<file path="src/rtl/dmem_arbiter_pkg.sv">
// Shared types and constants for the data-memory arbiter.
// The memory access mode encoding is the one the data memory decodes.
package dmem_arbiter_pkg;

    typedef enum logic [1:0] {
        ARB_IDLE = 2'd0,
        ARB_CORE = 2'd1,
        ARB_DBG  = 2'd2,
        ARB_LOCK = 2'd3
    } arb_state_t;

    localparam int unsigned MODE_BITS = 3;
    localparam int unsigned WAIT_W    = 8;

    localparam logic [MODE_BITS-1:0] MODE_BYTE   = 3'b000;
    localparam logic [MODE_BITS-1:0] MODE_HALF   = 3'b001;
    localparam logic [MODE_BITS-1:0] MODE_WORD   = 3'b010;
    localparam logic [MODE_BITS-1:0] MODE_BYTE_U = 3'b100;
    localparam logic [MODE_BITS-1:0] MODE_HALF_U = 3'b101;

endpackage

</file>
<file path="src/rtl/arb_wait_counter.sv">
// Saturating up-counter with synchronous clear.
// Tracks how long the core has been kept waiting.
module arb_wait_counter #(
    parameter int unsigned MAX   = 8,
    parameter int unsigned CNT_W = 8
) (
    input  logic             clk,
    input  logic             rst,
    input  logic             inc,
    input  logic             clr,
    output logic [CNT_W-1:0] count
);

    always_ff @(posedge clk) begin
        if (rst || clr) begin
            count <= '0;
        end else if (inc && (count != CNT_W'(MAX))) begin
            count <= count + CNT_W'(1);
        end
    end

endmodule

</file>
<file path="src/rtl/dmem_arbiter.sv">
// Two-master data-memory arbiter (core vs. debug/loader) with burst lock and core starvation guard.
// Define DMEM_ARB_RR_EN for alternating contention; otherwise debug has fixed priority.
module dmem_arbiter
    import dmem_arbiter_pkg::*;
#(
    parameter int unsigned WIDTH    = 32,
    parameter int unsigned MAX_WAIT = 8
) (
    input  logic                 clk,
    input  logic                 rst,
    input  logic                 core_req,
    input  logic                 core_we,
    input  logic [MODE_BITS-1:0] core_mode,
    input  logic [WIDTH-1:0]     core_addr,
    input  logic [WIDTH-1:0]     core_wd,
    output logic                 core_gnt,
    output logic                 core_stall,
    output logic                 core_rvalid,
    output logic [WIDTH-1:0]     core_rd,
    input  logic                 dbg_req,
    input  logic                 dbg_we,
    input  logic                 dbg_lock,
    input  logic [MODE_BITS-1:0] dbg_mode,
    input  logic [WIDTH-1:0]     dbg_addr,
    input  logic [WIDTH-1:0]     dbg_wd,
    output logic                 dbg_gnt,
    output logic                 dbg_rvalid,
    output logic [WIDTH-1:0]     dbg_rd,
    output logic                 mem_we,
    output logic [MODE_BITS-1:0] mem_mode,
    output logic [WIDTH-1:0]     mem_addr,
    output logic [WIDTH-1:0]     mem_wd,
    input  logic [WIDTH-1:0]     mem_rd,
    output logic [1:0]           owner
);

    arb_state_t        state;
    logic [WAIT_W-1:0] wait_cnt;
    logic              wait_inc;
    logic              starved;

`ifdef DMEM_ARB_RR_EN
    logic rr_core_next;

    // Contention goes to whoever was not granted last; core first after reset.
    always_ff @(posedge clk) begin
        if (rst) begin
            rr_core_next <= 1'b1;
        end else if (core_gnt) begin
            rr_core_next <= 1'b0;
        end else if (dbg_gnt) begin
            rr_core_next <= 1'b1;
        end
    end
`endif

    // Grant decision: starvation guard, then lock, then contention policy.
    always_comb begin
        core_gnt = 1'b0;
        dbg_gnt  = 1'b0;
        starved  = core_req && (wait_cnt == WAIT_W'(MAX_WAIT));
        if (!rst) begin
            if (starved) begin
                core_gnt = 1'b1;
            end else if ((state == ARB_LOCK) && dbg_req) begin
                dbg_gnt = 1'b1;
            end else if (core_req && dbg_req) begin
`ifdef DMEM_ARB_RR_EN
                core_gnt = rr_core_next;
                dbg_gnt  = !rr_core_next;
`else
                dbg_gnt  = 1'b1;
`endif
            end else begin
                core_gnt = core_req;
                dbg_gnt  = dbg_req;
            end
        end
    end

    assign core_stall = core_req && !core_gnt;
    assign wait_inc   = core_req && !core_gnt;
    assign owner      = 2'(state);

    arb_wait_counter #(
        .MAX   (MAX_WAIT),
        .CNT_W (WAIT_W)
    ) u_wait (
        .clk   (clk),
        .rst   (rst),
        .inc   (wait_inc),
        .clr   (!wait_inc),
        .count (wait_cnt)
    );

    // Memory port follows the granted requester, idles at zero.
    always_comb begin
        mem_we   = 1'b0;
        mem_mode = '0;
        mem_addr = '0;
        mem_wd   = '0;
        if (core_gnt) begin
            mem_we   = core_we;
            mem_mode = core_mode;
            mem_addr = core_addr;
            mem_wd   = core_wd;
        end else if (dbg_gnt) begin
            mem_we   = dbg_we;
            mem_mode = dbg_mode;
            mem_addr = dbg_addr;
            mem_wd   = dbg_wd;
        end
    end

    // State records the last grant; a lock survives a starvation grant to the core.
    always_ff @(posedge clk) begin
        if (rst) begin
            state <= ARB_IDLE;
        end else if (state == ARB_LOCK) begin
            state <= (dbg_req && dbg_lock) ? ARB_LOCK : ARB_IDLE;
        end else if (core_gnt) begin
            state <= ARB_CORE;
        end else if (dbg_gnt) begin
            state <= dbg_lock ? ARB_LOCK : ARB_DBG;
        end else begin
            state <= ARB_IDLE;
        end
    end

    // Read data returns one cycle after a granted read.
    always_ff @(posedge clk) begin
        if (rst) begin
            core_rvalid <= 1'b0;
            dbg_rvalid  <= 1'b0;
            core_rd     <= '0;
            dbg_rd      <= '0;
        end else begin
            core_rvalid <= core_gnt && !core_we;
            dbg_rvalid  <= dbg_gnt && !dbg_we;
            if (core_gnt && !core_we) begin
                core_rd <= mem_rd;
            end
            if (dbg_gnt && !dbg_we) begin
                dbg_rd <= mem_rd;
            end
        end
    end

endmodule
</file>
<file path="config.mk">
export PLATFORM = sky130hd
export DESIGN_NAME = dmem_arbiter
export DESIGN_NICKNAME = d
export VERILOG_FILES = /design/src/rtl/dmem_arbiter_pkg.sv /design/src/rtl/arb_wait_counter.sv /design/src/rtl/dmem_arbiter.sv
export SDC_FILE = /design/constraint.sdc
export NUM_CORES = 1
export LEC_CHECK = 0
export CORE_MARGIN = 10
export CORE_UTILIZATION = 34
export CTS_BUF_LIST = sky130_fd_sc_hd__clkbuf_4 sky130_fd_sc_hd__clkbuf_8 sky130_fd_sc_hd__clkbuf_16
export DETAILED_ROUTE_END_ITERATION = 6
export GPL_TIMING_DRIVEN = 0
export PLACE_DENSITY = 0.87
export SETUP_SLACK_MARGIN = 0.5
export SYNTH_ARGS = -nofsm -noshare
export SYNTH_HDL_FRONTEND = slang
export SYNTH_SLANG_ARGS = --single-unit
export TNS_END_PERCENT = 1
</file>
<file path="constraint.sdc">
create_clock -name clk -period 3.2 [get_ports clk]
set_input_delay 0.64 -clock clk [delete_from_list [all_inputs] [get_ports clk]]
set_output_delay 0.64 -clock clk [all_outputs]
set_load 0.005 [all_outputs]
</file>
# Word level (Yosys, flattened, before mapping)
# Cells that the tools add are included.
[classes]
n_reduce_logical = 13
add_sub_neg = 1
bitwise = 0
div = 0
n_lt_le_gt_ge = 0
eq_ne = 3
muxes = 21
n_shift = 0
n_mul = 0
[op_table]
columns = ["op", "n"]
rows = [
  ["two-way mux 32 bit", 4],
  ["two-way mux 1 bit", 11],
  ["adder 8 x 1 -> 8 bit (second input constant)", 1],
  ["equality test 8 x 4 -> 1 bit (second input constant)", 1],
  ["logical AND 1 bit", 8],
  ["two-way mux 2 bit", 4],
  ["!= test 8 x 4 -> 1 bit (second input constant)", 1],
  ["two-way mux 3 bit", 2],
  ["logical NOT 1 bit", 4],
  ["equality test 2 bit (second input constant)", 1],
  ["logical OR 1 bit", 1],
]
[totals]
mem_bits_ro = 0
ff_bits = 76
mem_bits_rw = 0
input_bits = 173
output_inout_bits = 139
elab_cells = 44
latchBits = 0
n_memories = 0

# Depth between registers and ports, before layout
[logic_depth]
word_depth = 9
depth_mapped = 8
mapped_depth_nobuf = 6

# By module
# A second synthesis with hierarchy kept.
[unflattened]
cells_unflattened = 432
hier_area_um2 = 3829.9
[modules_own_cells]
columns = ["mod", "n_inst", "cells_per_inst", "seq_area_each_um2", "area_per_inst_um2"]
rows = [
  ["dmem_arbiter", 1, 383, 1361.3, 3412.0],
  ["arb_wait_counter", 1, 49, 160.2, 417.9],
]

# Worst setup path before layout
# No wires, ideal clock.
[synth_path]
path_kind = "input -> output"
startpoint = "in rst"
endpoint = "out mem_addr[0]"
required_ps = 2560
t_arrival_ps = 1602
path_buffers = 1
path_stages = 4
setup_slack_ps = 958
path_cell_list = "nand2b_1 -> a31oi_1 -> clkbuf_1 -> a22o_1"
[synth_via]
elab_chain_cells = 3
word_cells_on_any_way = 4
cone_classes = "mux (4)"
[synth_rtl]
columns = ["element", "line", "source"]
rows = [
  ["start: declaration", "dmem_arbiter.sv:10", "input logic rst,"],
  ["two-way mux 1 bit", "dmem_arbiter.sv:62", "if (!rst) begin"],
  ["two-way mux 32 bit", "dmem_arbiter.sv:107", "end else if (dbg_gnt) begin"],
  ["two-way mux 32 bit (*)", "dmem_arbiter.sv:102", "if (core_gnt) begin"],
  ["end: declaration", "dmem_arbiter.sv:31", "output logic [WIDTH-1:0] mem_addr,"],
]
# Mark *: on every way between the ends. The rest lies on a longest branch, timed or not.

# Final worst setup path
[layout_path]
startpoint = "reg u_wait.count[0]"
endpoint = "out mem_wd[9]"
[layout_via]
elab_chain_cells = 6
word_cells_on_any_way = 8
cone_classes = "eq/ne (1); mux (6); reduce/logical (1)"
[layout_rtl]
columns = ["element", "line", "source"]
rows = [
  ["start: declaration", "arb_wait_counter.sv:11", "output logic [CNT_W-1:0] count"],
  ["start signal: assignment", "arb_wait_counter.sv:18", "count <= count + CNT_W'(1);"],
  ["equality test 8 x 4 -> 1 bit (*)", "dmem_arbiter.sv:61", "starved = core_req && (wait_cnt == WAIT_W'(MAX_WAIT));"],
  ["logical AND 1 bit (*)", "dmem_arbiter.sv:61", ""],
  ["two-way mux 1 bit", "dmem_arbiter.sv:63", "if (starved) begin"],
  ["two-way mux 1 bit", "dmem_arbiter.sv:62", ""],
  ["two-way mux 32 bit", "dmem_arbiter.sv:107", ""],
  ["two-way mux 32 bit (*)", "dmem_arbiter.sv:102", ""],
  ["end: declaration", "dmem_arbiter.sv:32", "output logic [WIDTH-1:0] mem_wd,"],
]
# Marked as above.

==> key figures <==
Clock tree
  • Root buffer cell: clkbuf_8
  • Num CTS Buffers: 9
  • Clock sinks: 76
  • CTS max path bufs: 2
  • H-tree levels: 3
  • CTS tree: done
  • CTS Hold Bufs: 0
  • Clock transition at path regs: around 0.09 ns
  • Worst skew pair latency: around 0.34 ns

Cells and area
  • Layout cells sized above 1: 10.9%
  • Most frequent cells in the layout: clkdlybuf4s50_1, nand2_1, dfxtp_1
  • Fin cells: just under 900
  • Final instance area: 7070 um^2
  • Most common cell after layout, fill and taps aside: clkdlybuf4s50_1
  • FF/Latch Area: 1520 um^2
  • Nets@finish: 925
  • Area Overhead vs Synth: 106%
  • Multi-input logic area: roughly 1800 um^2
  • Filler instances: about 800

Critical path
  • CP Max Fanout: 10
  • Critical path class: register to output pin
  • FF-to-FF setup slack: 0.92 ns
  • Startpoint types: register
  • CP arrival: roughly 2.2 ns
  • Crit. End Element: output pin
  • CP Data Required Time: 2.56 ns

Floorplan
  • Core ar.: a little under 10000 um^2
  • Die ar.: between 10000 and 15000 um^2
  • Initial core utilization: approximately a third
  • IO Pins: approximately 310
  • Die Y: 121 um
  • Die width: 121 um
  • Core Rows: 36

Global route
  • Grt ovf: 0
  • Antenna violations before repair: 1
  • Vias in the first global route: 4693
  • Largest net degree at the start of global routing: 16
  • All-layer global routing usage: 26.2%
  • First-pass GRT wire length: 29300 um

Pwr
  • Worst VDD drop: 0.000230 V
  • Leak: approximately 2.8 nW
  • Pwr dens: 336 nW/um^2

Routing
  • # DRC: 0
  • DRT antenna net count: 0
  • DRT Pass-1 Iters: 5
  • Initial drt markers: 440
  • Routed len/inst: 23.0 um
  • DR vias/cell: 5.11
  • WL final: around 20000 um
  • Total number of vias: approximately 4500

Placement
  • Post-DP HPWL: 17200 um
  • Placed cells: 865
  • Port bufs: a little over 300
  • Final Wtd Congestion: 0.939
  • Post-place setup slack: -0.708 ns
  • Placed instance area: 6720 um^2

STA
  • Post-Route Skew: 0.0127 ns
  • Max Slew Vio Count: 0
  • RSZ-0062 raised after global routing: true
  • Worst Setup Slack, final: 0.346 ns
  • Worst-Margin Slew: 0.554 ns
  • Fin crit period: 2.85 ns
  • Setup tns final: 0 ns
  • Fin crit share: 89.2%
  • Final hold viol count: 0
  • Final-report setup violation count: 0
  • Achievable Freq: 350 MHz
  • Slew HR: 63.1%

Synthesis
  • Mapped cell area: 3440 um^2
  • Synth area leader: dfxtp_1
  • Area contributors post-synth: dfxtp_1, a22o_1, nand2_1
  • Synth Net Count: around 600
  • Distinct cells, synth: 29
  • Synth top area share: 44.2%
  • Synth warnings: 0
  • Mean Syn Cell Area: 8.17 um^2
  • Yosys reg bits: 76
  • Cells after Synth: 421
  • Post-synthesis sequential area ratio: 44.2%

Run status
  • Status: completed

Run
  • Max-cap violation count: 0

Hold path
  • HP Class: register to register
[sequential cells by signal (all words and copies together) (netlist names)]
signal        flops
owner             2
core_rvalid       1
u_wait.count      8
dbg_rd           32
dbg_rvalid        1
core_rd          32
[synthesized netlist by cell type (all sizes together)]
cell type / instances
a32oi: 1
nor3b: 1
nor2b: 1
a22o: 68
clkbuf: 18
xor2: 2
and3: 3
nor3: 1
nor4b: 1
a21boi: 1
inv: 6
ha: 2
dfxtp: 76
xnor2: 4
o2111ai: 1
nand2b: 2
buf: 19
nor2: 13
a21bo: 1
a311oi: 1
nand3: 34
o21ai: 64
nand2: 99
a31oi: 1
o31ai: 1
[where the power goes]
group	internal (W)	leakage [nW]	total, W	switching, W
registers	0.000985	0.621	0.00101	0.0000215
logic	0.000387	2.09	0.000619	0.000232
clock network	0.000371	0.101	0.000752	0.000381
total	0.00174	2.81	0.00238	0.000634
[worst paths after layout]
path / start / endpoint / depth (start not counted)
max: u_wait.count[0] / mem_wd[9] / 9
min: dbg_rd[24] / dbg_rd[24] / 2
max reg2reg: u_wait.count[0] / dbg_rd[16] / 9
min reg2reg: dbg_rd[24] / dbg_rd[24] / 2
[routing by layer]
metal	global-route usage, %	wire length, um	vias up
li1	-	-	2150
met1	28.1	7260	2133
met2	44.0	10000	243
met3	16.0	2960	16
met4	4.37	187	0
met5	0	0	-
[critical path, cell delays in order, from the launching register on]
cell	delay, ns
dfxtp_2	0.33
inv_1	0.05
ha_1	0.15
nor4b_4	0.29
buf_4	0.19
a31oi_4	0.09
buf_12	0.17
clkbuf_8	0.16
a22o_1	0.17
dlygate4sd2_1	0.27
[through the flow]
step / util (%) / hold slack (ns) / total power (W)
5_1_grt: 72.0 / 0.478 / 0.00248
2_1_floorplan: - / 0.426 / 0.00117
4_1_cts: 72.3 / 0.460 / 0.00239
6_report: 72.0 / 0.458 / 0.00238
3_5_place_dp: 68.4 / 0.447 / 0.00165
3_3_place_gp: 68.4 / 0.437 / 0.00163
[cell families after synthesis]
group	share of synthesized area [%]
flops	44.2
simple gates	19.7
fa+ha+maj	0.727
xor+xnor	1.53
compound gates	28.4
buf+inv	5.42
[final cells by class]
type	instances	share of cell area, %
Antenna cell	1	0.0354
Buffer	37	3.73
Clock buffer	9	1.75
Clock inverter	7	1.15
Inverter	6	0.319
Multi-Input combinational cell	302	25.4
Sequential cell	76	21.6
Tap cell	133	2.35
Timing Repair Buffer	318	43.7
[repair_timing]
action / in CTS / in global routing
buffers inserted: 6 / 1
pin swaps: 4 / 0
gates resized for setup: 161 / 40
endpoints found under the setup margin: 71 / 71
Note: power is estimated with default switching activity, not from simulation.
